**config.mk**
```make
export PLATFORM = sky130hd
export DESIGN_NAME = han_carlson_adder_pipe
export DESIGN_NICKNAME = d
export VERILOG_FILES = /design/src/rtl/han_carlson_adder_pipe.sv
export SDC_FILE = /design/constraint.sdc
export NUM_CORES = 1
export LEC_CHECK = 0
export ABC_CLOCK_PERIOD_IN_PS = 14550
export CAP_MARGIN = 20
export CORE_MARGIN = 2
export CORE_UTILIZATION = 40
export DETAILED_ROUTE_END_ITERATION = 7
export GPL_TIMING_DRIVEN = 1
export SYNTH_ARGS = -nofsm -noshare
export SYNTH_HDL_FRONTEND = slang
export SYNTH_SLANG_ARGS = --single-unit
```
**constraint.sdc**
```tcl
create_clock -name clk -period 14.55 [get_ports clk]
set_clock_uncertainty 0.15 [all_clocks]
set_input_delay 1.455 -clock clk [delete_from_list [all_inputs] [get_ports clk]]
set_output_delay 1.455 -clock clk [all_outputs]
set_load 0.05 [all_outputs]
```
**src/rtl/han_carlson_adder_pipe.sv**
```systemverilog
// Pipelined Han-Carlson adder/subtractor with valid/ready streaming.
// Stage 1 conditions operands and pairs bits into odd/even groups.
// Stage 2 holds the group prefix after the first half of the Kogge-Stone levels.
// Stage 3 finishes the prefix, resolves carries and registers Sum and the flags.
// One global enable stalls every stage together, so latency is fixed at 3.
module han_carlson_adder_pipe #(
  parameter int WIDTH = 32
) (
  input  logic             clk,
  input  logic             rst_n,
  input  logic             in_valid,
  output logic             in_ready,
  input  logic [WIDTH-1:0] A,
  input  logic [WIDTH-1:0] B,
  input  logic             Cin,
  input  logic             Sub,
  output logic             out_valid,
  input  logic             out_ready,
  output logic [WIDTH-1:0] Sum,
  output logic             Cout,
  output logic             Ovf,
  output logic             Zero
);

  localparam int HALF   = WIDTH / 2;
  localparam int LEVELS = $clog2(HALF);
  // Levels applied before the stage-2 register; the rest follow it.
  localparam int LV_S2  = (LEVELS + 1) / 2;

  generate
    if ((WIDTH < 4) || (WIDTH % 2 != 0)) begin : g_width_check
      $error("han_carlson_adder_pipe: WIDTH must be even and >= 4");
    end
  endgenerate

  genvar gi;

  logic en;
  logic v1_q, v2_q, v3_q;

  assign en        = ~v3_q | out_ready;
  // Ready is forced high while in reset; the valid bits are cleared anyway.
  assign in_ready  = en | ~rst_n;
  assign out_valid = v3_q;

  // ---------------- Stage 0: operand conditioning and pairing ----------------
  logic [WIDTH-1:0] bx_d, p_d, g_d;
  logic [HALF-1:0]  ge_d, gg_d, gp_d;
  logic             c0_d;

  assign bx_d = Sub ? ~B : B;
  assign c0_d = Sub ? ~Cin : Cin;
  assign p_d  = A ^ bx_d;
  assign g_d  = A & bx_d;

  generate
    for (gi = 0; gi < HALF; gi++) begin : g_pair
      assign gg_d[gi] = g_d[2*gi+1] | (p_d[2*gi+1] & g_d[2*gi]);
      assign gp_d[gi] = p_d[2*gi+1] & p_d[2*gi];
      // Only the even generates are needed later, for the odd ripple cells.
      assign ge_d[gi] = g_d[2*gi];
    end
  endgenerate

  // ---------------- Stage 1 registers ----------------
  logic [WIDTH-1:0] s1_p_q;
  logic [HALF-1:0]  s1_ge_q, s1_gg_q, s1_gp_q;
  logic             s1_c0_q, s1_sa_q, s1_sb_q;

  // ---------------- Stage 2 registers ----------------
  logic [WIDTH-1:0] s2_p_q;
  logic [HALF-1:0]  s2_ge_q, s2_gg_q, s2_gp_q;
  logic             s2_c0_q, s2_sa_q, s2_sb_q;

  // First group of Kogge-Stone levels; positions below the distance pass through.
  logic [HALF-1:0] s2_gg_d, s2_gp_d;
  always_comb begin
    s2_gg_d = s1_gg_q;
    s2_gp_d = s1_gp_q;
    for (int l = 0; l < LV_S2; l++) begin
      // Descending k so the lower operand still holds the previous level.
      for (int k = HALF - 1; k >= (1 << l); k--) begin
        s2_gg_d[k] = s2_gg_d[k] | (s2_gp_d[k] & s2_gg_d[k - (1 << l)]);
        s2_gp_d[k] = s2_gp_d[k] & s2_gp_d[k - (1 << l)];
      end
    end
  end

  // Remaining Kogge-Stone levels after the stage-2 register.
  logic [HALF-1:0] pf_g, pf_p;
  always_comb begin
    pf_g = s2_gg_q;
    pf_p = s2_gp_q;
    for (int l = LV_S2; l < LEVELS; l++) begin
      for (int k = HALF - 1; k >= (1 << l); k--) begin
        pf_g[k] = pf_g[k] | (pf_p[k] & pf_g[k - (1 << l)]);
        pf_p[k] = pf_p[k] & pf_p[k - (1 << l)];
      end
    end
  end

  // Even carries come straight from the group prefix; odd carries ripple one bit.
  logic [HALF:0]    c_ev;
  logic [HALF-1:0]  c_od;
  logic [WIDTH-1:0] sum_d;
  logic             ovf_d;

  assign c_ev[0] = s2_c0_q;
  generate
    for (gi = 0; gi < HALF; gi++) begin : g_carry
      assign c_ev[gi+1]     = pf_g[gi] | (pf_p[gi] & s2_c0_q);
      assign c_od[gi]       = s2_ge_q[gi] | (s2_p_q[2*gi] & c_ev[gi]);
      assign sum_d[2*gi]    = s2_p_q[2*gi] ^ c_ev[gi];
      assign sum_d[2*gi+1]  = s2_p_q[2*gi+1] ^ c_od[gi];
    end
  endgenerate

  assign ovf_d = (s2_sa_q == s2_sb_q) && (sum_d[WIDTH-1] != s2_sa_q);

  // Stage valid bits: cleared by reset, shift together when the pipe advances.
  always_ff @(posedge clk) begin
    if (!rst_n) begin
      v1_q <= 1'b0;
      v2_q <= 1'b0;
      v3_q <= 1'b0;
    end else if (en) begin
      v1_q <= in_valid;
      v2_q <= v1_q;
      v3_q <= v2_q;
    end
  end

  // Stage 1 and 2 datapath registers; contents are don't-care when invalid.
  always_ff @(posedge clk) begin
    if (en) begin
      s1_p_q  <= p_d;
      s1_ge_q <= ge_d;
      s1_gg_q <= gg_d;
      s1_gp_q <= gp_d;
      s1_c0_q <= c0_d;
      s1_sa_q <= A[WIDTH-1];
      s1_sb_q <= bx_d[WIDTH-1];
      s2_p_q  <= s1_p_q;
      s2_ge_q <= s1_ge_q;
      s2_gg_q <= s2_gg_d;
      s2_gp_q <= s2_gp_d;
      s2_c0_q <= s1_c0_q;
      s2_sa_q <= s1_sa_q;
      s2_sb_q <= s1_sb_q;
    end
  end

  // Stage 3 result registers, held stable while the output is stalled.
  always_ff @(posedge clk) begin
    if (!rst_n) begin
      Sum  <= '0;
      Cout <= 1'b0;
      Ovf  <= 1'b0;
      Zero <= 1'b0;
    end else if (en) begin
      Sum  <= sum_d;
      Cout <= c_ev[HALF];
      Ovf  <= ovf_d;
      Zero <= ~|sum_d;
    end
  end

endmodule

```
# ---- Word level (Yosys, flattened, before mapping)
# Index checks and enable logic that the tools add are counted.
# W data, S select, Z words.
dict set report totals {
  ff_bits 204
  in_bits 70
  output_inout_bits 37
  elab_cells 327
}
dict set report classes {
  eq_ne 2
  muxes 2
  n_bitwise 299
  reduce_logical 3
}
# operator n
set ops {}
lappend ops {{$and A1 B1 Y1} 162}
lappend ops {{$or A1 B1 Y1} 99}
lappend ops {{$and A32 B32 Y32} 1}
lappend ops {{$mux W32} 1}
lappend ops {{$not A32 Y32} 1}
lappend ops {{$reduce_or A32 Y1} 1}
lappend ops {{$xor A1 B1 Y1} 32}
lappend ops {{$xor A32 B32 Y32} 1}
lappend ops {{$not A1 Y1} 3}
lappend ops {{$eq A1 B1 Y1} 1}
lappend ops {{$logic_and A1 B1 Y1} 1}
lappend ops {{$logic_not A1 Y1} 1}
lappend ops {{$mux W1} 1}
lappend ops {{$ne A1 B1 Y1} 1}

# ---- Longest topological paths before layout
# Gate-level depths: netlist (run 1).
dict set report depth {
  ltp_word 10
  ltp_mapped 10
  ltp_nobuf 10
}

# ---- Worst setup path before layout (run 1)
# Ideal clock, no wire load.
dict set report synth_timing {
  path_type {input port to flip-flop}
  start {in out_ready}
  end {reg Cout}
  setup_ps 139
  arrival_time_ps 6786
  required_time_ps 14261
  path_slack_ps 7474
  stages 5
  n_path_buf 1
  path_cell_list {nor2b_1 inv_2 clkbuf_1 o21ai_0 a21oi_1}
}
dict set report synth_between {
  elab_chain_len 1
}
# element line_no
set synth_lines {}
lappend synth_lines {{start, declared} 18} ;# input logic out_ready,
lappend synth_lines {{$or A1 B1 Y1} 41} ;# assign en = ~v3_q | out_ready;
lappend synth_lines {{net en} 38} ;# logic en;
lappend synth_lines {{end signal, assigned} 162} ;# Cout <= c_ev[HALF];
lappend synth_lines {{end, declared} 20} ;# output logic Cout,
# The timed path passes the listed nets, and every way through them passes these cells.
# A chain may end at the register's enable or synchronous reset.

# ---- Worst setup path in the final report (run 1)
dict set report layout_timing {
  start {in out_ready}
  end {out in_ready}
}
dict set report layout_between {
  elab_chain_len 2
}
# element line_no
set layout_lines {}
lappend layout_lines {{$or A1 B1 Y1} 41}
lappend layout_lines {{$or A1 B1 Y1} 43} ;# assign in_ready = en | ~rst_n;
lappend layout_lines {{end, declared} 12} ;# output logic in_ready,
# Every way passes these cells.

==> summary.md, run 1 <==
| Metric | Value |
|---|---|
| Clock transition at the registers of the reported paths | approximately 0.06 ns |
| Initial antenna violation count | 0 |
| Avg Synthesized Cell Area | 14.5 µm² |
| Area added between synthesis and finish | 23.9% |
| Total Nets Final | between 800 and 900 |
| DRT antenna net count | 0 |
| Starting DRT DRC Count | ~330 |
| Switching share of power | 27.5% |
| Final Cycle Share | ~33% |
| Hold-critical path depth | 0 |
| Relative slew slack | a little under a third |
| Achievable Freq | between 0.2 and 0.25 GHz |
| Tmin final | 4.76 ns |
| Final TNS setup | 0 ns |
| Seq. cell area | about 5700 µm² |
| Synth area leader | edfxtp_1 |
| Share of cells above drive strength 1 | roughly 5.4% |
| Area of the multi-input gates | approximately 2400 µm² |
| Setup crit start | out_ready |
| RD Place Congestion | a little under 0.8 |
| R2R depth | 6 |
| Leak | about 0.0042 µW |
| FFs w/ async S/R, synth | 0% |
| Final Hold Slack | about 0.27 ns |
| Slew Viols, Final | 0 |
| Clk_lat worst skew | between 0.4 and 0.5 ns |
| Critical Path RT | between 10 and 15 ns |
| First-pass GRT wire length | 25100 µm |
| Clock network fraction of total power | a little under a third |
| Chip Height | around 150 µm |
| Critical path capture point type | output port |
| CTS root buf | clkbuf_16 |
| Crit path DAT | ~3.2 ns |
| Htree depth | 1 |
| Largest net degree at the start of global routing | between 100 and 150 |
| Min-Delay Path Class | register to register |
| R2r startpoint | out_valid |
| Comb power frac | 19.3% |
| Util after Layout | around 51% |
| Post-DR vias/cell | roughly 4.8 |
| CTS Buf Count | 21 |
| Synth top cells by count | 166 x edfxtp_1, 84 x nand2_1, 52 x a21o_1 |
| Num ports | roughly 110 |
| Port-buffer cells | about 110 |
| Final Hold Vio Count | 0 |
| Max Cap Violations | 0 |
| Clk sinks | between 200 and 250 |
| Main synth FF type | edfxtp_1 |
| Reg2reg end | Sum[22] |
| Synth area leaders | edfxtp_1 60%, dfxtp_1 9.2%, ha_1 7.3% |
| Post-placement cell count | between 900 and 1000 |
| Post-synth EDFFs | 166 |
| Slew @ Worst Pin | 1.04 ns |
| DRT Wirelength | 15800 µm |
| Synth top area share | between 60% and 70% |
| CTS tree | built |
| Synth Area in Adders | under 10% |
| Antenna cells | 0 |
| Synth unique cells | 32 |
| GRT overflow | 0 |
| Min-Delay Endpoint | s2_sb_q |
| Maximum clock path buffer count | 3 |
| Synthesized-area fraction occupied by and/or/nand/nor cells | approximately 7.7% |
| CP Class | input port to output port |
| WL/cell | 16.3 µm |
| # hold bufs at CTS | 0 |
| Reg power frac | around 50% |
| Core area | between 20000 and 25000 µm² |
| Sequential share of the synthesized area | between 60% and 70% |
| Switching power | approximately 430 µW |
| Flop2flop setup slack | 11.42 ns |
| Initial Util | 40.8% |
| Internal power | around 1100 µW |
| Synth Instances | between 500 and 600 |
| Drt drc | 0 |
| Setup violators final | 0 |
| Setup crit start kind | input port |
| Drt first pass iters | 7 |
| Compound-cell area share of the yosys netlist | a little under a tenth |
| Post-synthesis mux area share | 0% |
| Run status | complete, no violations |
| Post-Syn Area | about 8300 µm² |
| Hpwl dp | 11000 µm |
| Power Total | approximately 1600 µW |
| Largest family of logic cells by synthesized area | compound AO/OA/AOI/OAI gates |
| Post-CTS Resized | 0 |
| Synth Register Bits | roughly 200 |
| VDD IR max | about 0.00007 V |
| Yosys Warn Count | 0 |
| Non-Filler Instances | slightly below 1000 |
| Post-Synth XOR/XNOR Area | approximately 5.3% |
| Syn_nets | slightly below 700 |
| Filler instances | 1711 |
| GRT Util Overall | roughly 15% |
| Routed via count | ~4700 |
| Vias in the first global route | about 4700 |
| Most frequent cell after synthesis | edfxtp_1 |
| Rows | between 50 and 60 |
| DIE WIDTH | 148 µm |
| Crit-path max FO | 38 |
| Postcts setup bufs | 0 |
| P per Cell Area | 153 nW/µm² |
| RSZ-0062 raised after global routing | no |
| Worst Hold Launch | s1_sb_q |
| Die area | 21800 µm² |
==> cell families (layout without fill, tap and decap cells) <==
| kind of cell | count (synthesis) | after routing |
|---|---|---|
| compound gates | 105 | 105 |
| simple gates | 147 | 147 |
| xor+xnor | 49 | 49 |
| flops | 204 | 204 |
| buf+inv | 17 | 147 |
| fa+ha+maj | 48 | 48 |
==> sequential cells by signal (all words and copies together), names as in the netlist, 16 cells and up <==
name,cells
Sum,32
s1_p_q,32
s2_p_q,32
s1_ge_q,16
s1_gg_q,16
s1_gp_q,16
s2_ge_q,16
s2_gg_q,16
s2_gp_q,16
==> per-layer routing <==
metal,global-route usage [%],up-vias,wire length (µm)
met3,2.69,22,973
met5,0,-,0
met1,20.9,2202,7360
li1,-,2301,-
met2,23.4,129,7160
met4,4.23,0,319
==> worst max-delay path, cell delays in order <==
cell and delay, ns:
clkdlybuf4s50_1 0.41, nor2b_2 0.10, buf_4 0.38, nand2_1 0.09
clkdlybuf4s50_1 0.71
==> cell usage in the layout, fill, tap and decap left out <==
cell type and instances:
xnor2_1 15, a21o_1 52, o21ai_1 1, nor4_1 5, clkinv_2 7, o21ai_0 2
clkinv_1 1, buf_2 1, clkbuf_16 21, a21boi_0 13, xor2_1 33, or4_1 2
edfxtp_1 166, clkbuf_1 6, nor2_1 30, nor2_2 1, xnor2_2 1, clkdlybuf4s50_1 105
a21oi_1 8, ha_1 48, nand2_1 84, o21a_1 1, and2_1 17, o211ai_1 1
buf_4 3, a21boi_1 20, o21bai_1 6, nor2b_2 1, nor3_1 1, clkbuf_8 2
nand3_1 3, dfxtp_1 38, inv_6 1, o211a_1 1, and3_1 2, nor4b_1 1
==> worst max path at each step <==
stage / endpoint / depth (start not counted)
after global placement: in_ready / 5
after floorplan: Cout / 5
after global routing: in_ready / 5
after detailed placement: in_ready / 5
after CTS: in_ready / 5
final: in_ready / 5
==> power groups by stage <==
stage          Combinational, µW  Clock (µW)  Sequential [µW]
2_1_floorplan                123           0              844
3_3_place_gp                 296           0              788
3_5_place_dp                 299           0              791
4_1_cts                      302         492              780
5_1_grt                      326         516              788
6_report                     300         480              779
==> layout make-up <==
type,instances,share of cell area [%]
inverters,1,0.0857
clock inverters,8,0.379
repair buffers,109,10.6
multi-input cells,349,23.8
flip-flops and latches,204,56.2
clock buffers,29,5.63
well taps,270,3.30
==> through the flow <==
stage	setup WS [ns]	instance area (µm²)
detailed placement	9.78	9610
global placement	9.78	9610
finish	9.79	10200
global route	9.68	10200
CTS	9.78	10200
floorplan	7.47	8250
Power figures use the tool's default switching activity.
==> run 2: changes to the inputs <==
--- a/config.mk
+++ b/config.mk
@@ -5,7 +5,7 @@
 export SDC_FILE = /design/constraint.sdc
 export NUM_CORES = 1
 export LEC_CHECK = 0
-export ABC_CLOCK_PERIOD_IN_PS = 14550
+export ABC_CLOCK_PERIOD_IN_PS = 4900
 export CAP_MARGIN = 20
 export CORE_MARGIN = 2
 export CORE_UTILIZATION = 40
==> constraint.sdc (replaced) <==
create_clock -name clk -period 4.9 [get_ports clk]
set_clock_uncertainty 0.15 [all_clocks]
set_input_delay 0.49 -clock clk [delete_from_list [all_inputs] [get_ports clk]]
set_output_delay 0.49 -clock clk [all_outputs]
set_load 0.05 [all_outputs]
==> summary.md, run 2 (synthesis results as in run 1) <==
| Metric | Value |
|---|---|
| Run status | complete, no violations |
| Post-CTS Resized | 0 (unchanged) |
| Hold-critical path depth | 0 (unchanged) |
| Hpwl dp | 11400 µm (+3.8%) |
| Relative slew slack | 30.2% (-0.80 points) |
| Maximum clock path buffer count | 3 (unchanged) |
| Highest metal used | met4 |
| RD Place Congestion | 0.825 (+3.8%) |
| Initial Util | 40.8% (unchanged) |
| Min-Delay Path Class | register to register |
| Most common cell after layout, fill and taps aside | edfxtp_1 |
| RSZ-0062 raised after global routing | no |
| CTS root buf | clkbuf_16 |
| Drt first pass iters | 4 (-3) |
| Filler instances | 1701 (-0.58%) |
| Area added between synthesis and finish | 24.7% |
| Setup violators final | 0 (unchanged) |
| Rows | 52 (unchanged) |
| Max Cap Violations | 0 (unchanged) |
| Routed wl met3 | 749 µm (-23%) |
| Leak | 0.00425 µW (+0.29%) |
| Achievable Freq | ~0.35 GHz |
| Post-DR vias/cell | 4.87 (+1.6%) |
| Area of the multi-input gates | 2440 µm² (unchanged) |
| Num ports | 107 (unchanged) |
| Clk sinks | 204 (unchanged) |
| Starting DRT DRC Count | 277 (-16%) |
| Slew Viols, Final | 0 (unchanged) |
| Antenna cells | 0 (unchanged) |
| Slowest-stage cell, CP | clkdlybuf4s50_1 |
| Final Cycle Share | 58.1% |
| Cell mode on critical path | clkdlybuf4s50_1 |
| Biggest regs | Sum x32, s1_p_q x32, s2_p_q x32 |
| Drt drc | 0 (unchanged) |
| R2r startpoint | s2_c0_q |
| Critical path capture point type | output port |
| DRT antenna net count | 0 (unchanged) |
| GRT Util Overall | 14.9% (+0.17 points) |
| Setup crit start kind | input port |
| Crit-path cells | clkdlybuf4s50_1 > nor2b_2 > buf_4 > nand2_1 > clkdlybuf4s50_1 |
| Core area | 20200 µm² (unchanged) |
| Crit-path max FO | 38 (unchanged) |
| Min-Delay Endpoint | s2_p_q[0] |
| Clock transition at the registers of the reported paths | 0.06 ns (about the same) |
| P per Cell Area | 460 nW/µm² (+200%) |
| R2R depth | 9 (+3) |
| DRT met1 WL | 7830 µm (+6.4%) |
| Critical Path RT | 4.26 ns (-8.68 ns) |
| CP delay by family, top | buffers and inverters |
| Vias in the first global route | 4783 (+1.7%) |
| Slew @ Worst Pin | 1.05 ns (+0.0120 ns) |
| Seq. cell area | 5750 µm² (unchanged) |
| CTS tree | built |
| First-pass GRT wire length | 25600 µm (+2.1%) |
| Port-buffer cells | 106 (unchanged) |
| Commonest non-fill, non-tap cells in the layout | 166 x edfxtp_1, 105 x clkdlybuf4s50_1, 84 x nand2_1 |
| CTS Buf Count | 21 (unchanged) |
| Met2 wire length | 7380 µm (+3.1%) |
| Chip Height | 148 µm (unchanged) |
| Htree depth | 1 (unchanged) |
| Final Hold Vio Count | 0 (unchanged) |
| CP peak stage delay | 0.71 ns (about the same) |
| WL/cell | 16.8 µm (+3.0%) |
| Routed via count | 4732 (+1.7%) |
| Die area | 21800 µm² (unchanged) |
| Clk_lat worst skew | 0.48 ns (about the same) |
| Power Total | 4740 µW (+200%) |
| CP Class | input port to output port |
| Flop2flop setup slack | 2.11 ns (-9.31 ns) |
| Total Nets Final | 805 (+0.12%) |
| CP Buf/Inv Count | 3 (unchanged) |
| Share of cells above drive strength 1 | 5.85% (+0.42 points) |
| Worst Hold Launch | s1_p_q[0] |
| VDD IR max | 0.000206 V (+200%) |
| Final TNS setup | 0 ns (unchanged) |
| # hold bufs at CTS | 0 (unchanged) |
| Postcts setup bufs | 0 (unchanged) |
| DRT Wirelength | 16300 µm (+3.1%) |
| GRT overflow | 0 (unchanged) |
| Reg2reg end | Zero |
| DIE WIDTH | 148 µm (unchanged) |
| Initial antenna violation count | 0 (unchanged) |
| Crit path DAT | 2.20 ns (-0.96 ns) |
| Tmin final | between 2 and 3 ns |
| Largest net degree at the start of global routing | 111 (-5.9%) |
==> run 2: cell count changes in the layout (fill, tap and decap cells not counted) <==
cell        previous run  this run
clkbuf_8               2         0
clkinv_1               1         4
clkinvlp_4             0         5
buf_12                 0         1
clkinv_4               0         1
bufinv_16              0         2
clkinv_2               7         3
clkbuf_1               6         1
==> run 2: report_power, final <==
group | internal (µW) | switching, µW
combinational | 364 | 518
sequential | 2180 | 149
clock | 892 | 640
==> run 2: area by class of cell <==
class	count	area share, %
Clock inverter	15	1.32
Multi-Input combinational cell	349	23.7
Tap cell	270	3.28
Timing Repair Buffer	110	10.7
Inverter	1	0.0851
Sequential cell	204	55.8
Clock buffer	22	5.14
==> run 2: metal layers <==
layer  vias to the layer above  track usage (%)
met3                        32             2.31
met2                       114             23.3
met5                         -                0
met1                      2285             21.7
met4                         0             4.42
li1                       2301                -
==> run 2: worst max-delay path by stage <==
stage	cells after the start	end	startpoint	slack, ns
floorplan	5	Cout	out_valid	1.33
global placement	5	s1_gg_q[1]	out_ready	1.96
detailed placement	5	s2_ge_q[2]	out_ready	1.90
CTS	5	in_ready	out_ready	2.05
global route	9	Zero	s2_c0_q	1.99
finish	5	in_ready	out_ready	2.06
==> run 2: metrics by stage <==
step / hold slack (ns) / cells / instance area (µm²) / setup WS (ns) / util [%]
detailed placement: 0.255 / 934 / 9630 / 1.90 / 47.6
floorplan: 0.250 / 570 / 8250 / 1.33 / -
CTS: 0.266 / 971 / 10300 / 2.05 / 50.9
finish: 0.268 / 971 / 10300 / 2.06 / 50.9
global route: 0.268 / 971 / 10300 / 1.99 / 50.9
global placement: 0.255 / 934 / 9630 / 1.96 / 47.6
